### src/rtl/onehot_seq_pkg.sv
// Shared definitions for the one-hot code sequencer.
// Contents:
//   state_t              - sequencer state encoding (IDLE, HOLD, SCAN, DONE)
//   DEFAULT_WIDTH        - default number of one-hot lines
//   DEFAULT_HOLD_CYCLES  - default cycles each code is held
package onehot_seq_pkg;

  typedef enum logic [1:0] {
    IDLE = 2'd0,
    HOLD = 2'd1,
    SCAN = 2'd2,
    DONE = 2'd3
  } state_t;

  localparam int DEFAULT_WIDTH       = 4;
  localparam int DEFAULT_HOLD_CYCLES = 2;

endpackage

### src/rtl/onehot_hold_counter.sv
// Hold counter shared by the HOLD and SCAN states of the sequencer.
// Counts the cycles the current code has been on the bus, starting at 0 in
// the first cycle a code is shown. tc flags the last cycle of the hold.
// Ports:
//   clk   in   rising-edge clock
//   rst   in   synchronous active-high reset (count -> 0)
//   clear in   restart the count at 0 (code change or not holding)
//   en    in   advance the count by one
//   tc    out  count has reached HOLD_CYCLES-1
module onehot_hold_counter #(
  parameter int HOLD_CYCLES = 2
) (
  input  logic clk,
  input  logic rst,
  input  logic clear,
  input  logic en,
  output logic tc
);

  localparam int CW = $clog2(HOLD_CYCLES + 1);

  logic [CW-1:0] count;

  always_ff @(posedge clk) begin
    if (rst || clear) begin
      count <= '0;
    end else if (en) begin
      count <= count + CW'(1);
    end
  end

  assign tc = (count == CW'(HOLD_CYCLES - 1));

endmodule

### src/rtl/onehot_code_sequencer.sv
// Registered upstream driver for a 4-bit-style one-hot select consumer.
// Turns a binary request into a held one-hot code, or scans through every
// one-hot position, holding each for HOLD_CYCLES cycles.
// Build option: define ONEHOT_SCAN_WRAP_EN to make the scan wrap from the
// MSB straight back to the LSB forever (scan_done pulses on every wrap);
// when undefined the scan runs one pass and finishes through DONE.
// Ports:
//   clk        in   rising-edge clock
//   rst        in   synchronous active-high reset
//   mode       in   0 = single request, 1 = auto-scan (used in IDLE only)
//   start      in   scan launch pulse (mode=1)
//   abort      in   synchronous abort of any operation
//   req_valid  in   single-request valid (mode=0)
//   req_idx    in   index of the bit to assert
//   req_ready  out  high in IDLE with mode=0
//   onehot_out out  registered one-hot code, zero when inactive
//   code_valid out  high exactly while onehot_out is non-zero
//   busy       out  high in any state other than IDLE
//   scan_done  out  one-cycle pulse at the end of a scan pass
module onehot_code_sequencer
  import onehot_seq_pkg::*;
#(
  parameter int WIDTH       = DEFAULT_WIDTH,
  parameter int HOLD_CYCLES = DEFAULT_HOLD_CYCLES,
  parameter int IDXW        = $clog2(WIDTH)
) (
  input  logic             clk,
  input  logic             rst,
  input  logic             mode,
  input  logic             start,
  input  logic             abort,
  input  logic             req_valid,
  input  logic [IDXW-1:0]  req_idx,
  output logic             req_ready,
  output logic [WIDTH-1:0] onehot_out,
  output logic             code_valid,
  output logic             busy,
  output logic             scan_done
);

  localparam logic [IDXW:0] WIDTH_L = (IDXW + 1)'(WIDTH);

  state_t state;
  logic   hold_tc;
  logic   holding;
  logic   cnt_clear;

  // The counter only runs while a code is on the bus; any code change,
  // abort or non-holding state restarts it from zero.
  assign holding   = (state == HOLD) || (state == SCAN);
  assign cnt_clear = !holding || abort || hold_tc;

  onehot_hold_counter #(
    .HOLD_CYCLES(HOLD_CYCLES)
  ) u_hold_counter (
    .clk  (clk),
    .rst  (rst),
    .clear(cnt_clear),
    .en   (holding),
    .tc   (hold_tc)
  );

  always_ff @(posedge clk) begin
    if (rst) begin
      state      <= IDLE;
      onehot_out <= '0;
      code_valid <= 1'b0;
      busy       <= 1'b0;
      scan_done  <= 1'b0;
      req_ready  <= !mode;
    end else if (state != IDLE && abort) begin
      // Abort discards the operation outright: no scan_done pulse.
      state      <= IDLE;
      onehot_out <= '0;
      code_valid <= 1'b0;
      busy       <= 1'b0;
      scan_done  <= 1'b0;
      req_ready  <= !mode;
    end else begin
      scan_done <= 1'b0;
      case (state)
        IDLE: begin
          req_ready <= !mode;
          if (!abort && !mode && req_valid && req_ready) begin
            // Out-of-range indices are consumed without producing a code.
            if ({1'b0, req_idx} < WIDTH_L) begin
              state      <= HOLD;
              onehot_out <= WIDTH'(1) << req_idx;
              code_valid <= 1'b1;
              busy       <= 1'b1;
              req_ready  <= 1'b0;
            end
          end else if (!abort && mode && start) begin
            state      <= SCAN;
            onehot_out <= WIDTH'(1);
            code_valid <= 1'b1;
            busy       <= 1'b1;
            req_ready  <= 1'b0;
          end
        end
        HOLD: begin
          if (hold_tc) begin
            state      <= IDLE;
            onehot_out <= '0;
            code_valid <= 1'b0;
            busy       <= 1'b0;
            req_ready  <= !mode;
          end
        end
        SCAN: begin
          if (hold_tc) begin
            if (onehot_out[WIDTH-1]) begin
`ifdef ONEHOT_SCAN_WRAP_EN
              onehot_out <= WIDTH'(1);
              scan_done  <= 1'b1;
`else
              state      <= DONE;
              onehot_out <= '0;
              code_valid <= 1'b0;
              scan_done  <= 1'b1;
`endif
            end else begin
              onehot_out <= onehot_out << 1;
            end
          end
        end
        DONE: begin
          state     <= IDLE;
          busy      <= 1'b0;
          req_ready <= !mode;
        end
        default: begin
          state      <= IDLE;
          onehot_out <= '0;
          code_valid <= 1'b0;
          busy       <= 1'b0;
          req_ready  <= !mode;
        end
      endcase
    end
  end

endmodule
### config.mk
export PLATFORM = sky130hd
export DESIGN_NAME = onehot_code_sequencer
export DESIGN_NICKNAME = d
export VERILOG_FILES = /design/src/rtl/onehot_seq_pkg.sv /design/src/rtl/onehot_hold_counter.sv /design/src/rtl/onehot_code_sequencer.sv
export SDC_FILE = /design/constraint.sdc
export NUM_CORES = 1
export LEC_CHECK = 0
export BUFFER_PORTS_ARGS = -buffer_cell sky130_fd_sc_hd__buf_2
export CORE_MARGIN = 1.5
export CORE_UTILIZATION = 30
export DETAILED_ROUTE_END_ITERATION = 12
export HOLD_SLACK_MARGIN = 0.15
export PLACE_DENSITY = 0.45
export SLEW_MARGIN = 5
export SYNTH_ARGS = -nofsm -noshare
export SYNTH_HDL_FRONTEND = slang
export SYNTH_SLANG_ARGS = --single-unit
### constraint.sdc
create_clock -name clk -period 4.72 [get_ports clk]
set_input_delay 0.708 -clock clk [delete_from_list [all_inputs] [get_ports clk]]
set_output_delay 0.708 -clock clk [all_outputs]
set_load 0.005 [all_outputs]
After elaboration in Yosys (flattened, before gate mapping). Cells that the tools add are included.

Logic and storage cells: 71. Register bits: 12. Input port bits: 8. Output and inout port bits: 8.

Equality and inequality tests: 9. Reductions and logical operators: 25. Add/sub/neg operators: 1. Shift operators: 1. Bitwise logic cells: 2. Multiplexer cells: 26.

Operator list (number): 4-bit two-way mux (5); 4-bit one-hot mux with 3 select lines (1); 1-bit two-way mux (11); 2-bit two-way mux (5); 1-bit one-hot mux with 3 select lines (3); 2-bit one-hot mux with 4 select lines (1); 4-bit AND reduction (2); 1-bit logical AND (6); 2-bit != test (second input constant) (3); 3-bit nonzero test (2); 5-bit AND reduction (1); 5-bit nonzero test (1); 2-bit by 1-bit == test with 1-bit output (second input constant) (2); 2-bit == test (second input constant) (2); 1-bit logical OR (4); 4-bit by 3-bit != test with 1-bit output (second input constant) (1); 4-bit OR reduction (1); 1-bit by 2-bit left shift with 4-bit output (first input constant) (1); 1-bit logical NOT (3); 3-bit != test (second input constant) (1); 3-bit AND reduction (1); 2-bit by 1-bit adder with 2-bit output (second input constant) (1); 2-bit logical NOT (1); 1-bit inverter (2); 3 further kinds (3).

Longest topological paths before layout. Gate-level depths: netlist of run 1.

Depth in word-level cells: 8. Mapped depth: 8. Gate-level depth less buffers: 6.

Hierarchy. Synthesis of run 1 repeated with hierarchy kept, for this count alone.

Cell total of the unflattened synthesis: 84. Area total of the unflattened synthesis: 783.3 um^2.

Modules (own cells, without submodules): onehot_code_sequencer (instances 1, cells each 76, sequential area each 210.2 um^2, area an instance 689.4 um^2); onehot_hold_counter (instances 1, cells each 8, sequential area each 40.0 um^2, area an instance 93.8 um^2).

Worst setup path before layout of run 1. No wires, ideal clock.

Path type: input to register. Start point: input port mode. End point: register code_valid. Library setup time: 0.070 ns. Setup slack: 2.972 ns. Stages: 4. Required time: 4.650 ns. Path buffers: 0. Arrival: 1.678 ns. Path through: nand4bb_4 > and3_4 > or4_1 > a21boi_1.

Cells in the longest elaborated chain, start to end: 6. Elaborated cells on any way between the ends: 10. Classes of those cells: eq/ne (1); mux (2); reduce/logical (7).

RTL lines: start: declaration (RTL line onehot_code_sequencer.sv:29) `input logic mode,`; 1-bit logical NOT; 1-bit logical AND (3 in a row) (RTL line onehot_code_sequencer.sv:84) `if (!abort && !mode && req_valid && req_ready) begin`; 3-bit != test (no line) or 1-bit two-way mux (tied branches); 5-bit AND reduction (no line) or 1-bit one-hot mux with 3 select lines (tied branches); end signal: assignment (RTL line onehot_code_sequencer.sv:89) `code_valid <= 1'b1;`; end signal: assignment (RTL line onehot_code_sequencer.sv:96) `code_valid <= 1'b1;`; end signal: assignment (RTL line onehot_code_sequencer.sv:105) `code_valid <= 1'b0;`; end: declaration (RTL line onehot_code_sequencer.sv:36) `output logic code_valid,`.

Several ways; a longest one is shown, not always the timed one. A chain may end at the register's enable or synchronous reset.

Worst setup path after layout of run 1.
Start point: register state[0]. End point: register req_ready, enable pin.

Cells in the longest elaborated chain, start to end: 4. Elaborated cells on any way between the ends: 8. Classes of those cells: eq/ne (3); reduce/logical (5).

RTL lines: start: declaration (RTL line onehot_code_sequencer.sv:43) `state_t state;`; start signal: assignment (RTL line onehot_code_sequencer.sv:65) `state <= IDLE;`; start signal: assignment (RTL line onehot_code_sequencer.sv:73) `state <= IDLE;`; start signal: assignment (RTL line onehot_code_sequencer.sv:87) `state <= HOLD;`; 2-bit nonzero test (RTL line onehot_code_sequencer.sv:71) `end else if (state != IDLE && abort) begin`; 1-bit logical AND (RTL line onehot_code_sequencer.sv:71); 4-bit by 3-bit != test with 1-bit output (no line) or 5-bit nonzero test (tied branches); 2-bit AND reduction (no line) *; end signal: assignment (RTL line onehot_code_sequencer.sv:70) `req_ready <= !mode;`; end signal: assignment (RTL line onehot_code_sequencer.sv:78) `req_ready <= !mode;`; end signal: assignment (RTL line onehot_code_sequencer.sv:83) `req_ready <= !mode;`; end: declaration (RTL line onehot_code_sequencer.sv:34) `output logic req_ready,`.

Every way passes the cells marked *; elsewhere a longest branch is shown, timed or not.

==> results of run 1 <==
==> cells in the mapped netlist, types with 2 or more instances <==
cell / instances / share of area
a21boi_1: 2 / 0.021
a32oi_1: 3 / 0.037
dfxtp_1: 11 / 0.31
ha_1: 5 / 0.088
inv_1: 6 / 0.032
nand2_1: 8 / 0.042
nor2_1: 6 / 0.032
nor2b_1: 2 / 0.018
nor3_1: 2 / 0.014
o2111ai_1: 2 / 0.025
o211a_1: 3 / 0.042
o21ai_0: 5 / 0.035
==> stage by stage <==
step           utilization  worst slack (ns)
2_1_floorplan            -              2.97
3_3_place_gp         0.366              2.67
3_5_place_dp         0.366              2.69
4_1_cts              0.378              2.72
5_1_grt              0.378              2.45
6_report             0.378              2.70
==> flip-flops by register name, summed over array words and instances, names as in the netlist <==
| name | count |
|---|---|
| busy | 1 |
| code_valid | 1 |
| onehot_out | 4 |
| req_ready | 1 |
| scan_done | 1 |
| state | 2 |
| u_hold_counter.count | 2 |
==> power breakdown <==
group / leakage (nW) / switching (mW) / internal [mW]
Sequential: 0.100 / 0.0187 / 0.131
Clock: 0.0150 / 0.0355 / 0.0328
Combinational: 0.267 / 0.122 / 0.0949
Total: 0.382 / 0.176 / 0.259
==> per-layer routing <==
metal  wire (um)  up-vias
met5           0        -
met4          39        0
met3          71        4
met2         647       15
met1         759      298
li1            -      325
==> worst paths after layout <==
path / end / depth (start not counted) / startpoint
worst max register to register: req_ready / 5 / state[0]
worst min register to register: u_hold_counter.count[0] / 1 / u_hold_counter.count[0]
worst max-delay path: req_ready / 5 / state[0]
worst min-delay path: u_hold_counter.count[0] / 1 / u_hold_counter.count[0]
==> final cells by class <==
type,instances,area [sq um],area share
Timing Repair Buffer,15,75.1,0.0898
Tap cell,28,35.0,0.0419
Sequential cell,12,250,0.299
Inverter,6,22.5,0.0269
Multi-Input combinational cell,57,427,0.510
Clock buffer,4,26.3,0.0314
==> cell families (layout without fill, tap and decap cells) <==
kind of cell / Yosys count / count (layout) / synth area share
and+or+nand+nor: 28 / 28 / 0.249
DFF: 12 / 12 / 0.353
AOI/OAI and AO/OA: 24 / 24 / 0.265
buffers and inverters: 8 / 25 / 0.0442
adders and majority gates: 5 / 5 / 0.0883
==> flow_summary.ini, run 1 <==
[synth]
async_flop_share = 0
synth_edf_count = 1
syn_inst = 77
synth-main-ff-cell = dfxtp_1
syn_area_per_cell_sq_um = 9.20
ys_types = 34
seq_area_frac_synth = 0.353
yosysWarnings = 0
syn_area_sq_um = 708
ys_ff_latch = 12
synth_nets = 90

[placed_design]
dp_cells = 118
hpwl_mm = 1.19
io_buffers = 15
gp_congestion = 0.788
placed_cell_area_sq_um = 810

[flow_run]
maxCapViolCount = 0

[setup_path]
rrSetupSlack_ns = 2.70
start_kind = register
crit_path_end_kind = register
criticalPathCategory = register to register
critPathMaxStageDelay_ns = 0.66
worstPathRequired_ns = 4.71
cp_slowest_cell = a21oi_1
crit_family = compound AO/OA/AOI/OAI gates
critPathMaxFanout = 12
cp.arrival_ns = 2.01
cpMostUsedCell = inv_1
worstPathCellList = inv_1 -> ha_1 -> inv_1 -> a21oi_1 -> o21ai_0
cp_num_buf_inv = 2

[clock_network]
clkLatencyLatePin_ns = 0.27
post-cts-setup-buffers = 0
postCtsResizedCells = 0
clk_pin_slew_ns = 0.08
clockBufferDepth = 2
cts_max_level = 1
cts_root_buffer = clkbuf_4
clock-sinks = 12
cts_tree = yes
cts_buffers = 3
ctsHoldBuffers = 0

[floorplan]
start_util = 0.320
core-area_sq_um = 2210
rows = 17
ios = 16
die_w_um = 51.6
die_h_um = 51.6
dieArea_sq_um = 2660

[routing]
first_pass_iters = 3
via_count = 642
wl_per_cell_um = 12.4
vias_per_cell = 5.26
drt_iter0_markers = 3
finalWirelength_mm = 1.52
final_antenna_net_count = 0
drc = 0

[cells_and_area]
fillCellCount = 245
final_common_cell = buf_2
layout_common_cells = buf_2, dfxtp_1, nand2_1, inv_1, nor2_1
final_nets = 108
stdcell_count = 122
final_area_sq_um = 836
antenna_cells = 0
areaGrowthSynthToFinish_pct = 18.0
drive_gt1_frac = 0.245

[sta]
rsz0062_at_grt = no
finalClockSkew_ns = 0.00157
fmax_mhz = 496
maxSlewViolCount = 0
setup_viol = 0
fin_crit_sh = 0.427
fin_tns_setup_ns = 0
fin_hold_ws_ns = 0.422
hold_viol_final = 0
worstMarginPinSlew_ns = 0.834
max-slew-margin-rel = 0.444
min_period_ns = 2.02

[global_route]
grt_antenna_before_repair = 0
grt_max_degree = 13
grt_pass1_wl_mm = 2.52
grt-ovfl-total = 0
met3_usage = 0.0345
track_usage = 0.131
grt.met2_usage = 0.197
grt_use_met1 = 0.167
grt_pass1_vias = 600
grt_busiest_layer = met2

[pwr]
power_density_nw_per_um2 = 520
power.leakage_nw = 0.382
peakVddDrop_v = 0.000237
total_power_mw = 0.435

[run_status]
status = complete, no violations

[worst_hold_path]
min_path_type = register to register
No activity file was read; power rests on OpenSTA's default activity.
==> inputs of run 2 (changes only) <==
==> constraint.sdc (replaced) <==
create_clock -name clk -period 2.02 [get_ports clk]
set_input_delay 0.303 -clock clk [delete_from_list [all_inputs] [get_ports clk]]
set_output_delay 0.303 -clock clk [all_outputs]
set_load 0.005 [all_outputs]
==> flow_summary.ini, run 2 (same netlist as run 1, synthesis figures left out) <==
[run_status]
status = complete, no violations

[clock_network]
cts_buffers = 3
clk_pin_slew_ns = 0.07
cts_max_level = 1
postCtsResizedCells = 0
cts_tree = yes
clockBufferDepth = 2
cts_root_buffer = clkbuf_4
ctsHoldBuffers = 0
clock-sinks = 12
post-cts-setup-buffers = 0
clkLatencyLatePin_ns = 0.27

[setup_path]
criticalPathCategory = register to register
rrSetupSlack_ns = 0.27
critPathMaxFanout = 8
ff2ff_path_depth = 6
cp.arrival_ns = 1.92
start_kind = register
crit_path_end_kind = register
worstPathRequired_ns = 2.19

[sta]
rsz0062_at_grt = no
setup_viol = 0
finalClockSkew_ns = 0.00213
fin_crit_sh = 0.865
fin_tns_setup_ns = 0
maxSlewViolCount = 0
worstMarginPinSlew_ns = 0.522
hold_viol_final = 0
min_period_ns = 1.75
max-slew-margin-rel = 0.652
fmax_mhz = 572
timing.final.ws_setup_ns = 0.273

[cells_and_area]
largest_reg_flops = 4
antenna_cells = 0
final_area_sq_um = 861
regMostFlops = onehot_out
areaGrowthSynthToFinish_pct = 21.6
top_regs = onehot_out (4), state (2), u_hold_counter.count (2)
stdcell_count = 124
final_common_cell = buf_2
drive_gt1_frac = 0.271
layout_common_cells = buf_2, dfxtp_1, nand2_1, inv_1, nor2_1
final_nets = 110

[flow_run]
maxCapViolCount = 0

[routing]
wl_per_cell_um = 12.8
drt_iter0_markers = 5
via_count = 644
finalWirelength_mm = 1.59
first_pass_iters = 4
drc = 0
vias_per_cell = 5.19
final_antenna_net_count = 0

[pwr]
power.leakage_nw = 0.398
power_density_nw_per_um2 = 1250
total_power_mw = 1.07
peakVddDrop_v = 0.000399

[floorplan]
die_h_um = 51.6
ios = 16
core-area_sq_um = 2210
dieArea_sq_um = 2660
rows = 17
start_util = 0.320
die_w_um = 51.6

[placed_design]
dp_cells = 120
placed_cell_area_sq_um = 825
io_buffers = 15
dp_slack_ns = 0.282
gp_congestion = 0.767
hpwl_mm = 1.24

[global_route]
grt_busiest_layer = met2
track_usage = 0.135
met3_usage = 0.0489
grt-ovfl-total = 0
grt_antenna_before_repair = 0
grt.met2_usage = 0.194
grt_pass1_vias = 576
grt_max_degree = 10
grt_use_met1 = 0.171
grt_pass1_wl_mm = 2.55

[worst_hold_path]
min_path_type = input pin to register
min_path_cells = 2
==> run 2: cell count changes in the layout (fill, tap and decap cells not counted) <==
cell,change
buf_4,+2
clkbuf_1,-1
clkbuf_8,+1
==> run 2: per-stage QoR <==
stage	utilization	hold WS, ns
finish	0.389	0.254
CTS	0.389	0.250
detailed placement	0.373	0.415
global route	0.389	0.252
global placement	0.373	0.407
floorplan	-	0.392
==> run 2: where the power goes <==
part	leakage (nW)	total, mW	internal [mW]	switching, mW
registers	0.100	0.351	0.307	0.0444
logic	0.277	0.535	0.238	0.296
clock network	0.0210	0.188	0.110	0.0784
total	0.398	1.07	0.655	0.419
==> run 2: critical path, cell delays in order (launching register included) <==
cell and delay [ns]:
dfxtp_1 0.36, inv_1 0.08, ha_1 0.27, o21ba_2 0.24, a311oi_2 0.44, nand2_1 0.11
o211a_1 0.15
==> run 2: metal layers <==
layer  share of wire  routed length, um
met1            0.47                747
met2            0.45                719
met3           0.057                 90
met4           0.017                 27
met5               0                  0
==> run 2: worst paths after layout <==
kind                      startpoint                 endpoint
max reg2reg                 state[0]            onehot_out[1]
min reg2reg  u_hold_counter.count[0]  u_hold_counter.count[0]
min                              rst                scan_done
max                         state[0]            onehot_out[1]
==> run 2: cell type report <==
type                            instances  area [sq um]
Fill cell                             239          1350
Multi-Input combinational cell         57           427
Sequential cell                        12           250
Timing Repair Buffer                   17          90.1
Clock buffer                            4          36.3
Tap cell                               28          35.0
Inverter                                6          22.5
